===== src/rtl/fetch_unit.sv =====
// Instruction fetch stage: PC, synchronous imem requests, one-entry skid,
// branch redirect with flush, and halt-opcode detection.
module fetch_unit #(
    parameter int                ADDR_W   = 8,
    parameter logic [ADDR_W-1:0] RESET_PC = '0,
    parameter logic [3:0]        HALT_OP  = 4'hF
) (
    input  logic              clk,
    input  logic              rst,
    output logic              imem_en,
    output logic [ADDR_W-1:0] imem_addr,
    input  logic [7:0]        imem_rdata,
    input  logic              stall,
    input  logic              redirect,
    input  logic [ADDR_W-1:0] redirect_pc,
    output logic [7:0]        instr,
    output logic              valid,
    output logic [ADDR_W-1:0] pc_out,
    output logic              halted
);

    typedef enum logic {RUN, HALT} state_e;

    state_e            state_q;
    logic              en_q;
    logic              pend_q;
    logic              skv_q;
    logic              valid_q;
    logic              halted_q;
    logic [ADDR_W-1:0] pc_q;
    logic [ADDR_W-1:0] tag_q;
    logic [ADDR_W-1:0] skp_q;
    logic [ADDR_W-1:0] pc_out_q;
    logic [7:0]        skd_q;
    logic [7:0]        instr_q;

    logic              req;
    logic              move;
    logic              halt_hit;
    logic [7:0]        mv_data;
    logic [ADDR_W-1:0] mv_pc;

    assign req       = en_q & ~stall;
    assign imem_en   = req;
    assign imem_addr = pc_q;
    assign instr     = instr_q;
    assign valid     = valid_q;
    assign pc_out    = pc_out_q;
    assign halted    = halted_q;

    // The skid entry is older than the response in flight, so it goes first.
    always_comb begin
        move     = ~stall & (skv_q | pend_q);
        mv_data  = skv_q ? skd_q : imem_rdata;
        mv_pc    = skv_q ? skp_q : tag_q;
        halt_hit = move & (mv_data[7:4] == HALT_OP);
    end

    always_ff @(posedge clk or posedge rst) begin
        if (rst) begin
            state_q  <= RUN;
            en_q     <= 1'b0;
            pend_q   <= 1'b0;
            skv_q    <= 1'b0;
            valid_q  <= 1'b0;
            halted_q <= 1'b0;
            pc_q     <= RESET_PC;
            tag_q    <= '0;
            skp_q    <= '0;
            pc_out_q <= '0;
            skd_q    <= '0;
            instr_q  <= '0;
        end else if (redirect) begin
            state_q  <= RUN;
            en_q     <= 1'b1;
            pend_q   <= 1'b0;
            skv_q    <= 1'b0;
            valid_q  <= 1'b0;
            halted_q <= 1'b0;
            pc_q     <= redirect_pc;
        end else begin
            en_q   <= (state_q == RUN);
            pend_q <= req;
            tag_q  <= pc_q;
            if (req) begin
                pc_q <= pc_q + ADDR_W'(1);
            end
            if (stall) begin
                if (pend_q) begin
                    skv_q <= 1'b1;
                    skd_q <= imem_rdata;
                    skp_q <= tag_q;
                end
            end else if (move) begin
                instr_q  <= mv_data;
                pc_out_q <= mv_pc;
                valid_q  <= 1'b1;
                skv_q    <= skv_q & pend_q;
                skd_q    <= imem_rdata;
                skp_q    <= tag_q;
            end else begin
                valid_q <= 1'b0;
            end
            // Halt drops everything younger than the halt instruction.
            if (halt_hit) begin
                state_q  <= HALT;
                halted_q <= 1'b1;
                en_q     <= 1'b0;
                pend_q   <= 1'b0;
                skv_q    <= 1'b0;
            end
        end
    end

endmodule

===== config.mk =====
export PLATFORM = sky130hd
export DESIGN_NAME = fetch_unit
export DESIGN_NICKNAME = d
export VERILOG_FILES = /design/src/rtl/fetch_unit.sv
export SDC_FILE = /design/constraint.sdc
export NUM_CORES = 1
export LEC_CHECK = 0
export ABC_AREA = 1
export CAP_MARGIN = 10
export CORE_ASPECT_RATIO = 1.4
export CORE_MARGIN = 1
export CORE_UTILIZATION = 52
export DETAILED_ROUTE_END_ITERATION = 10
export GPL_TIMING_DRIVEN = 0
export PLACE_DENSITY = 0.8
export SYNTH_ARGS = -nofsm -noshare
export SYNTH_HDL_FRONTEND = slang
export SYNTH_SLANG_ARGS = --single-unit
export TNS_END_PERCENT = 1

===== constraint.sdc =====
create_clock -name clk -period 2.4 [get_ports clk]
set_clock_uncertainty 0.2 [all_clocks]
set_input_delay 0.36 -clock clk [delete_from_list [all_inputs] [get_ports clk]]
set_output_delay 0.36 -clock clk [all_outputs]
set_load 0.1 [all_outputs]

---- Word-level counts from Yosys, hierarchy flattened ----
Index checks and enable logic that the tools add are counted.
cells by class
  add/subtract/negate cells ............... 1
  equality and inequality tests ........... 4
  mux-type cells .......................... 24
  bitwise operators ....................... 8
  reduce and logical (&&, ||, !) cells .... 7
operator list
  operator               count
  $mux W8                10
  $mux W1                14
  $add A8 B1 Y8 const B  1
  $reduce_and A3 Y1      2
  $reduce_bool A2 Y1     3
  $and A1 B1 Y1          4
  $eq A4 B4 Y1 const B   1
  $ne A2 B1 Y1 const B   2
  $ne A4 B1 Y1 const B   1
  $reduce_bool A4 Y1     1
  $not A1 Y1             3
  $reduce_and A2 Y1      1
  $or A1 B1 Y1           1
storage, ports and cells
  bits in registers ....................... 53
  input port bits ......................... 20
  word-level logic and storage cells ...... 55

---- Longest topological paths before layout ----
Gate-level depths: netlist of the first run.
  word-level depth ........................ 6
  gate-level depth with buffers ........... 8

---- Worst setup path after synthesis of the first run ----
No wires, ideal clock.
  path type ............................... reg-to-reg
  start point ............................. register pc_q[1], in the netlist imem_addr[1]
  end point ............................... register pc_q[6], in the netlist imem_addr[6]
  library setup time ...................... 0.128 ns
  arrival time ............................ 1.724 ns
  required time ........................... 2.072 ns
  path slack .............................. 0.348 ns
  stages on the path, launching flop included .. 7
  path through ............................ dfrtp_1 > ha_1 > nand3_1 > nor2_1 > nand2_1 > nand3_1 > nand3_1
between the ends
  cells in the longest elaborated chain, start to end .. 3
RTL lines
  what                      line  text
  start: declaration        30    logic [ADDR_W-1:0] pc_q;
  start signal: assignment  80    pc_q <= redirect_pc;
  start signal: assignment  86    pc_q <= pc_q + ADDR_W'(1);
  $add A8 B1 Y8             86
  $mux W8                   85    if (req) begin
  $mux W8                   73    end else if (redirect) begin
Every way passes these cells. The select of a mux whose other input is x is not followed.
A chain may end at the register's enable or synchronous reset.

---- Worst setup path after layout of the first run ----
  start point ............................. register pc_out_q[6], in the netlist pc_out[6]
  end point ............................... output port pc_out[6]
RTL lines
  what                      line  text
  start: declaration        33    logic [ADDR_W-1:0] pc_out_q;
  start signal: assignment  96    pc_out_q <= mv_pc;
  end: declaration          18    output logic [ADDR_W-1:0] pc_out,
No word-level cell between the ends.

==> results of run 1 <==
==> worst max-delay path by stage <==
stage                      start            to  slack, ps
floorplan           imem_addr[1]  imem_addr[6]        350
global placement             rst     pc_out[0]       -440
detailed placement         stall       imem_en       -460
CTS                 imem_addr[7]  imem_addr[7]         10
global route           pc_out[7]     pc_out[7]          2
finish                 pc_out[6]     pc_out[6]         30
==> layout make-up <==
type / instances / area share, %
flip-flops and latches: 53 / 42.32
well taps: 62 / 2.475
repair buffers: 46 / 15.49
clock inverters: 3 / 0.5589
multi-input cells: 186 / 29.82
plain buffers: 12 / 3.114
clock buffers: 5 / 2.196
inverters: 33 / 4.032
==> through the flow <==
stage	util, %	total power [uW]	hold WS, ps	setup WS [ps]	std cells
after floorplan	-	2079	252.9	348.1	284
after global placement	65.90	2346	262.0	-443.0	391
after detailed placement	66.34	2377	264.5	-457.4	392
after CTS	68.06	2850	109.7	9.965	400
after global routing	68.55	2963	147.0	1.812	400
final	68.55	2832	120.9	33.16	400
==> flip-flops by register name (all words and copies together), names as in the netlist <==
name       flops
imem_addr      8
instr          8
pc_out         8
skd_q          8
skp_q          8
tag_q          8
en_q           1
halted         1
pend_q         1
skv_q          1
valid          1
==> placed cells by master (no fill, tap or decap), drive strengths merged, types with 6 or more instances in the layout <==
| cell type | count |
|---|---|
| dfrtp | 53 |
| nor2 | 38 |
| clkdlybuf4s50 | 28 |
| buf | 11 |
| dlygate4sd2 | 7 |
| inv | 33 |
| o21ai | 33 |
| nand2 | 80 |
| a21oi | 6 |
| dlymetal6s2s | 9 |
| o31ai | 12 |
| clkbuf | 7 |
| nand3 | 8 |
==> power breakdown <==
group / switching [uW] / leakage (uW) / internal [uW]
clock network: 292 / 0.0000439 / 202
logic: 876 / 0.000929 / 291
registers: 110 / 0.000662 / 1060
==> logic make-up after synthesis <==
group / Yosys count
fa+ha+maj: 1
compound gates: 54
simple gates: 129
xor+xnor: 2
buf+inv: 45
flops: 53
==> routing by layer <==
| layer | track usage, % | share of wire [%] |
|---|---|---|
| met5 | 0 | 0 |
| met4 | 9.091 | 2.1 |
| met3 | 4.186 | 3.6 |
| met2 | 40.36 | 54 |
| met1 | 26.72 | 40 |
==> results, run 1 <==
- The remaining routing DRC violations is 0.
- After clock tree synthesis, the flow added hold-fix buffers numbering 0.
- After detailed placement, the total cell area comes to about 0.003 mm2.
- The worst setup path is of the register to output pin kind.
- TritonCTS built the clock tree.
- The number of global-route vias before repair is between 2k and 2.5k.
- The count of buffers added on input and output ports is 45.
- The cell class contributing the biggest share of worst-path delay is buffers and inverters.
- The number of different library cells used by synthesis comes to 27.
- The total via count in the routed design is 2041.
- STA classifies the critical path startpoint as a register.
- The final setup violation count is 0.
- Summed over all instances, the cell type with the most area after synthesis is dfrtp_1.
- The number of enable-type register cells in the synthesized netlist is 0.
- The H-tree level count is 2.
- The mean area per synthesized cell is approximately 9 um2.
- Routability-driven placement finished with a final weighted congestion of roughly 0.8.
- After routing, the total negative slack on setup checks comes to 0 ps.
- The number of instances in the synthesized netlist is about 280.
- Across the VDD grid, the largest voltage drop is roughly 0.48 mV.
- The synthesis-to-layout area growth is 26.13%.
- After the last flow step, the layout net total stands at about 360.
- The synthesis warning total is 0.
- Global routing consumed, over all layers together, between 20 and 25% of the routing resources.
- The number of hold-slack violations in the final timing report is 0.
- The worst register-to-register path begins at skv_q.
- The count of max-cap constraint violations is 0.
- The critical path goes through clkdlybuf4s50_1.
- The first-pass iteration count of the detailed router is 4.
- The main combinational cell family by area after synthesis is simple AND/OR/NAND/NOR gates.
- In the synthesized netlist the async set-or-reset flop fraction comes to 100.0%.
- The top cell type by area accounts for a little over half of the synthesized area.
- The number of placement rows is 29.
- The I/O pin count is between 40 and 50.
- Clock-pin slew was measured on the worst setup and hold paths at about 90 ps.
- For this block, the routed nets add up to around 5.1 mm of wire.
- The area of the multi-input gates is slightly above 900 um2.
- The number of antenna violations at the first check in global routing is 0.
- The wire length per cell is ~13 um.
- Setup repair after global routing left no endpoint under its margin.
- STA puts the critical path data arrival time at around 1800 ps.
- The flop-to-flop setup slack is between 900 and 1000 ps.
- Of the cells placed in the final design, the portion with a size suffix greater than 1 is approximately an eighth.
- At the pin with the least slew margin, the transition time is between 900 and 1000 ps.
- The tightest min-delay check is of the primary input to asynchronous set/reset pin type.
- The effective utilization at floorplan is between 50% and 60%.
- The flow ran to the end, and the final reports show no timing, DRC or antenna violations.
- By count the netlist is led by 78 x nand2_1, 53 x dfrtp_1, 33 x nor2_1.
- The number of antenna diodes is 0.
- The synthesized netlist devotes less than 1% of its cell area to XOR and XNOR gates.
- The setup fix buffers added after clock tree synthesis is 0.
- The width of the chip is roughly 60 um.
- Counting every sink on the clock net gives 53.
- The number of cell instances on the worst register-to-register path is 7.
- The die is 83.79 um tall.
- The count of pins over their slew limit came to 0.
- The residual antenna-violating net count after detailed routing is 0.
- The synthesized netlist devotes 15.36% of its cell area to compound gates.
- The minimum period implied by the final worst setup slack is 2367 ps.
- The pin count of the biggest net entering global routing is 43.
- At the worst endpoint, the required time is around 1800 ps.
- The adder and majority cell fraction of the synthesized area is less than 1%.
- Along the worst path, the maximum fanout reaches 2.
- In this run the deepest clock path goes through 2 buffers.
- The buffering stage count on the worst path with inverters included is 1.
- Among all flip-flop cells after synthesis, the most frequent one is dfrtp_1.
- Sequential cells were found to cover 53.37% of the synthesized design area.
- Once the clock tree was built, the resizer swapped 10 gates to a different size.
- The register area is between 0.001 and 0.0015 mm2.
- Summed over all cells, the static leakage comes to 0.001634 uW.
- The number of fillers in the final layout is 400.
- In the routed layout, each cell is associated on average with a via count of 5.103.
- The type of element capturing the critical path is an output pin.
- After layout, the worst path uses 98.62% of the clock period.
- The summed instance area of the synthesized netlist is between 0.002 and 0.0025 mm2.
- The first routing iteration left 69 violations.
- The library cell contributing the largest single delay on the critical path is clkdlybuf4s50_1.
- The power per cell area is about 900 mW/mm2.
- The die footprint is ~0.005 mm2.
- The headroom to the max-slew limit is a little over a third.
- The stage delay of the slowest cell on the critical path is between 1000 and 1500 ps.
- The depth of the critical timing path with buffers and inverters included is 1.
- The post-synthesis mux area share is 0%.
- The placeable core region is 0.004572 mm2.
- In this run, synthesis produced a sequential element count of 53.
- Once detailed placement completed, the half-perimeter wirelength came to about 3.8 mm.
- Counting every net in the synthesized netlist gives 305.
- The global-route wire length before repair is 8.901 mm.
- Clock latency on the worst-skew pair, taken at its later pin, is roughly 310 ps.
- The finished cells cover 0.003134 mm2.
- The cell with the most instances after synthesis is nand2_1.
- The simple logic cell fraction of the synthesized area is 21.05%.
- In this run, CTS created clock tree buffers numbering 5.
- The aggregate global routing overflow is 0.
- Yosys attributes the largest share of cell area to dfrtp_1 53%, nand2_1 12%, o31ai_2 6.0%.
- Derived from the worst setup path, the maximum achievable clock frequency is approximately 0.42 GHz.
- In this run the critical register-to-register path is captured at en_q.
- The cell at the root of the clock tree is clkbuf_8.
Power figures use the tool's default switching activity.
==> run 2: changes to the inputs <==
--- a/config.mk
+++ b/config.mk
@@ -9,10 +9,12 @@
 export CAP_MARGIN = 10
 export CORE_ASPECT_RATIO = 1.4
 export CORE_MARGIN = 1
-export CORE_UTILIZATION = 52
+export CORE_UTILIZATION = 54
+export CTS_BUF_LIST = sky130_fd_sc_hd__clkbuf_4 sky130_fd_sc_hd__clkbuf_8
 export DETAILED_ROUTE_END_ITERATION = 10
 export GPL_TIMING_DRIVEN = 0
-export PLACE_DENSITY = 0.8
+export HOLD_SLACK_MARGIN = 0.06
+export PLACE_DENSITY = 0.82
 export SYNTH_ARGS = -nofsm -noshare
 export SYNTH_HDL_FRONTEND = slang
 export SYNTH_SLANG_ARGS = --single-unit
==> results, run 2 (same netlist as run 1, synthesis figures left out) <==
- The wire length per cell is about 13 um.
- The critical path goes through clkdlybuf4s50_1.
- The fraction of layout cells with a size suffix above 1 is a little over an eighth.
- The routed layout has between 2k and 2.5k vias.
- In this design, the largest share of critical-path delay is due to buffers and inverters.
- The hold buffer count at cts is 0.
- The number of global-route vias before repair is 2069.
- The floorplan step defined a die boundary enclosing between 0.004 and 0.005 mm2.
- After routing the design area is ~0.0032 mm2.
- The stage delay of the slowest cell on the critical path is between 1000 and 1500 ps.
- The power per cell area is 951.8 mW/mm2.
- The die is between 80 and 90 um tall.
- Fill cells in the final layout number 337.
- Buffers added to address setup during post-CTS repair amount to 0.
- The buffer depth of the longest clock path is 2.
- The design draws 3031 uW.
- OpenSTA, run right after detailed placement, puts the worst setup slack at -466.0 ps.
- The I/O pin count is 47.
- Summing all placed instances gives a cell area of slightly above 0.003 mm2.
- The minimum period implied by the final worst setup slack is between 2000 and 2500 ps.
- The number of placed instances, taps included, is 390.
- After global routing the overflow that remains totals 0.
- The cell sitting at the root of the clock tree is a clkbuf_8.
- The final setup slack of the worst path is about 50 ps.
- In this run the tightest slew margin relative to its limit is 35.44%.
- STA classifies the critical path startpoint as a register.
- The fmax is 0.4257 GHz.
- Relative to the synthesized area, the layout overhead comes to 28.15%.
- The maximum fanout encountered on the critical timing path is 2.
- The floorplan has 28 rows.
- In this run the worst hold path is classified as primary input to asynchronous set/reset pin.
- The clock net sink count is 53.
- The worst setup path is of the register to output pin kind.
- The global-route met3 utilization is roughly 4.8%.
- The half-perimeter wire length after placement is 3.678 mm.
- STA puts the critical path data required time at about 1800 ps.
- The met2 global-route usage is 45.06%.
- The static leakage power is approximately 0.0017 uW.
- The library cells used most frequently in the layout, excluding fill and tap cells, are 78 x nand2_1, 53 x dfrtp_1, 33 x nor2_1.
- The final setup violation count is 0.
- The clock tree synthesis step divided the H-tree into 2 levels.
- The critical path data arrival time is 1790 ps.
- The number of DRC violations after detailed-routing iteration 0 is 80.
- The region available for standard cell placement spans 0.004309 mm2.
- The library cell used most frequently in the layout, excluding fill and tap cells, is nand2_1.
- The global-route wire length before repair is between 8 and 9 mm.
- Global routing consumed, over all layers together, between 20% and 30% of the routing resources.
- The clock transition at the registers of the reported paths is ~100 ps.
- The flow ran to the end, and the final reports show no timing, DRC or antenna violations.
- The clock buffer count from CTS is 5.
- The slowest stage of the critical path belongs to the cell clkdlybuf4s50_1.
- The count of placed standard cells in the final layout, fillers left out is between 300 and 400.
- The type of element capturing the critical path is an output pin.
- The most congested layer reported by global routing is met2.
- The area of the multi-input gates is around 930 um2.
- The first detailed-routing pass ran for 4 iterations.
- Setup repair after global routing left no endpoint under its margin.
- The number of antenna diodes in the final layout is 0.
- The post-route clock period utilization is between 90 and 100%.
- The number of antenna violations at the first check in global routing came to 0.
- Dividing the detail-routed via count by the number of cells gives around 5.1.
- After detailed routing, the number of remaining DRC violations is 0.
- The measured slew at the worst slew-check pin is just under 1000 ps.
- The number of hold-slack violations in the final timing report is 0.
- In this run the tool buffered the top-level ports with between 40 and 50 buffer cells.
- Once detail routing completed, the nets flagged for antenna violations numbered 0.
- The count of max-cap constraint violations is 0.
- VDD sags by at most 0.5304 mV.
- The latest clock arrival within the worst-skew pair is about 300 ps.
- At the end of routability-driven placement, the weighted congestion stood at about 0.77.
- The number of nets in the final layout is about 360.
- The effective utilization at floorplan is between 50 and 60%.
- Once the clock tree was built, the resizer swapped 10 gates to a different size.
- The buffering stage count on the worst path with inverters included is 1.
- The pin count of the biggest net entering global routing is 32.
- The count of pins over their slew limit came to 0.
- TritonCTS built the clock tree.
- From left edge to right edge, the die measures just under 60 um.
- For this run, global-route usage on met1 was measured as between 20% and 30%.
- The post-detailed-routing wire length is between 5 and 6 mm.
- The sequential cells in the finished layout cover a total of between 0.001 and 0.0015 mm2.
==> run 2: cell count changes in the layout (fill, tap and decap cells not counted), sizes merged <==
cell           before  now
bufinv              0    2
clkdlybuf4s50      28   26
clkinv              2    1
clkinvlp            1    0
dlymetal6s2s        9   11
==> run 2: layer usage <==
metal | share of wire, % | wire length (um) | vias up
li1 | - | - | 1003
met1 | 41 | 2090 | 968
met2 | 53 | 2709 | 44
met3 | 3.8 | 195 | 7
met4 | 1.5 | 74 | 0
met5 | 0 | 0 | -
==> run 2: where the power goes <==
| part | internal (uW) | switching (uW) | total, uW |
|---|---|---|---|
| clock network | 414 | 281 | 695 |
| registers | 1060 | 108 | 1170 |
| logic | 290 | 877 | 1170 |
| total | 1770 | 1270 | 3030 |
==> run 2: final timing paths <==
kind,from,to,slack (ps),depth (start not counted)
max,pc_out[3],pc_out[3],50,1
min,rst,skd_q[2],200,2
max reg2reg,skv_q,en_q,890,7
min reg2reg,instr[6],instr[6],290,2
max in group asynchronous,rst,tag_q[7],1260,3
min in group clk,redirect,skv_q,210,4
==> run 2: area by class of cell <==
cell class | count | share of cell area, %
buffer | 12 | 3.065
clock buffer | 5 | 2.161
clock inverter | 3 | 2.043
inverter | 33 | 3.969
multi-input combinational | 186 | 29.35
sequential | 53 | 41.65
tap | 60 | 2.358
timing repair buffer | 46 | 15.40
==> run 2: through the flow <==
| stage | hold slack [ps] | TNS (ps) | utilization (%) |
|---|---|---|---|
| after global routing | 216.4 | 0 | 73.90 |
| after CTS | 206.9 | 0 | 73.26 |
| final | 200.3 | 0 | 73.90 |
| after global placement | 261.6 | -23620 | 69.86 |
| after floorplan | 252.9 | 0 | - |
| after detailed placement | 263.9 | -466.0 | 70.33 |
==> run 3: changes to the inputs <==
--- a/config.mk
+++ b/config.mk
@@ -9,12 +9,13 @@
 export CAP_MARGIN = 10
 export CORE_ASPECT_RATIO = 1.4
 export CORE_MARGIN = 1
-export CORE_UTILIZATION = 54
+export CORE_UTILIZATION = 65
 export CTS_BUF_LIST = sky130_fd_sc_hd__clkbuf_4 sky130_fd_sc_hd__clkbuf_8
 export DETAILED_ROUTE_END_ITERATION = 10
+export DONT_BUFFER_PORTS = 1
 export GPL_TIMING_DRIVEN = 0
 export HOLD_SLACK_MARGIN = 0.06
-export PLACE_DENSITY = 0.82
+export PLACE_DENSITY = 0.81
 export SYNTH_ARGS = -nofsm -noshare
 export SYNTH_HDL_FRONTEND = slang
 export SYNTH_SLANG_ARGS = --single-unit
==> results, run 3 (same netlist as run 1, synthesis figures left out) <==
- The run finished with clean final reports.
- Setup repair after global routing left no endpoint under its margin.
- TritonCTS built the clock tree.
- The H-tree level count is 2.
- Measured against its own limit, the worst slew margin works out to between 30 and 40%.
- For this run the aggregate overflow at the end of global routing stands at 0.
- The half-perimeter wire length after placement is approximately 3.6 mm.
- The routed layout has 1927 vias.
- Setup total negative slack on the finished layout was measured at 0 ps.
- After detailed routing, the number of remaining DRC violations is 0.
- The design draws 2658 uW.
- The count of pins over their slew limit is 0.
- The die outline height is ~75 um.
- The share of the core filled with cells is between 70% and 80%.
- The clock net sink count is 53.
- The critical path goes through ha_1, nand3_1, nor2_1, nand2_1, nand3_1, nand3_1.
- The worst setup path is captured at a register.
- The number of fillers in the final layout is just under 300.
- The count of nets left with antenna violations once routing finished came out at 0.
- The count of input and output buffers is 0.
- The worst ir drop on vdd is 0.7891 mV.
- The number of antenna diodes is 0.
- Measured along the x axis, the die boundary spans 54.26 um.
- The worst hold path belongs to the class primary input to register.
- The congestion estimate from routability-driven global placement came to slightly above 0.7.
- For this run, the detailed router's first-pass iteration total came to 4.
- The data required time at the worst endpoint is between 2000 and 2500 ps.
- The static leakage power is between 0.001 and 0.0015 uW.
- The most used cell along the critical path is nand3_1.
- The register area is ~0.0013 mm2.
- The maximum fanout encountered on the critical timing path is 5.
- The routed via count divided by cell count is 5.553.
- The number of global-route vias before repair came to ~1.8k.
- The die covers 0.004078 mm2.
- The cell at the root of the clock tree is clkbuf_8.
- The number of antenna violations at the first check in global routing is 0.
- Based on the critical path, the design can be clocked at up to about 0.46 GHz.
- The area growth from synthesis to layout is 11.28%.
- The count of max-cap constraint violations is 0.
- Once layout is done, the placed cells without fillers occupy 0.002765 mm2.
- The final setup violation count is 0.
- The area of the multi-input gates is about 930 um2.
- The total placed instance area is between 0.002 and 0.003 mm2.
- The most common cell after layout, fill and taps aside is nand2_1.
- The number of setup buffers added after CTS is 0.
- The setup check on the worst reg-to-reg path leaves a slack of 220 ps.
- The final layout contains 325 nets.
- The pin count of the biggest net entering global routing is 36.
- The effective utilization at floorplan is roughly two thirds.
- The aggregate global-route resource usage is a little over a quarter.
- The startpoint type of the worst setup path is a register.
- The post-detailed-routing wire length is approximately 5 mm.
- Cells with a size suffix above 1 make up 14.75% of the layout.
- For this block, the initial DRC count from the detailed router was slightly above 50.
- The stage delay of the slowest cell on the critical path is roughly 1000 ps.
- The wire length per cell is 14.37 um.
- At the pin with the least slew margin, the transition time is between 1000 and 1500 ps.
- The critical path in this run is classified as register to register.
- Counting along the longest clock path gives a buffer depth of 2.
- The clock transition at the registers of the reported paths is 90 ps.
- The power per cell area is 961.3 mW/mm2.
- STA puts the critical path data arrival time at around 2200 ps.
- The placeable core region is ~0.0036 mm2.
- The number of hold-slack violations in the final timing report is 0.
- Of the available clock period, the critical path in the final layout requires 90.87%.
- The minimum period implied by the final worst setup slack is ~2200 ps.
- The first global-routing pass estimated 7.907 mm of wire.
- Clock latency on the worst-skew pair, taken at its later pin, is 300 ps.
- The I/O pin count is 47.
- The largest individual stage delay along the critical path comes from the cell dfrtp_1.
- The number of placement rows is 26.
- In the layout the commonest cells are 78 x nand2_1, 52 x dfrtp_1, 33 x nor2_1.
- Final hold analysis gives a worst-case slack of 61.84 ps.
- The clock buffer count from CTS is 5.
-- run 3: critical path: cells and delay by family, from the launching register on --
kind	cells	cell delay, ps
flip-flops	1	990
AND/OR/NAND/NOR	5	510
adder cells (fa/ha/maj)	1	370
-- run 3: layout make-up --
type	instances	area share (%)
clock inverter	2	0.3620
clock buffer	6	2.760
multi-input combinational	186	33.80
sequential	53	48.01
buffer	12	3.529
tap	42	1.900
timing repair buffer	13	5.068
inverter	33	4.570
-- run 3: per-stage QoR --
step | setup WS (ps) | cells
floorplan | 348.1 | 284
global placement | 28.88 | 326
detailed placement | 140.8 | 327
CTS | 123.8 | 347
global route | 64.17 | 347
finish | 219.0 | 347
-- run 3: worst paths after layout --
kind,cells after the start,start,to
min reg2reg,2,skp_q[6],skp_q[6]
min in group asynchronous,2,rst,imem_addr[7]
max in group asynchronous,3,rst,imem_addr[4]
max reg2reg,6,imem_addr[1],imem_addr[6]
max,6,imem_addr[1],imem_addr[6]
min,2,imem_rdata[1],instr[1]
-- run 3: what timing repair did --
item | CTS | global route
hold buffers | 12 | 0
endpoints found under the setup margin | 0 | 1
hold endpoints to repair | 30 | 0
resized for setup | 0 | 1
-- run 3: routing by layer --
metal  GRT usage (%)  share of wire, %  wire length, um  vias up
li1                -                 -                -      935
met1           30.37                39             1960      924
met2           49.46                54             2710       61
met3           5.657               5.1              253        7
met4           5.983               1.2               61        0
met5               0                 0                0        -
-- run 3: where the power goes --
part / leakage [uW] / switching (uW) / internal [uW]
registers: 0.000660 / 761 / 1050
logic: 0.000675 / 209 / 154
clock network: 0.0000484 / 273 / 214
total: 0.00138 / 1240 / 1420
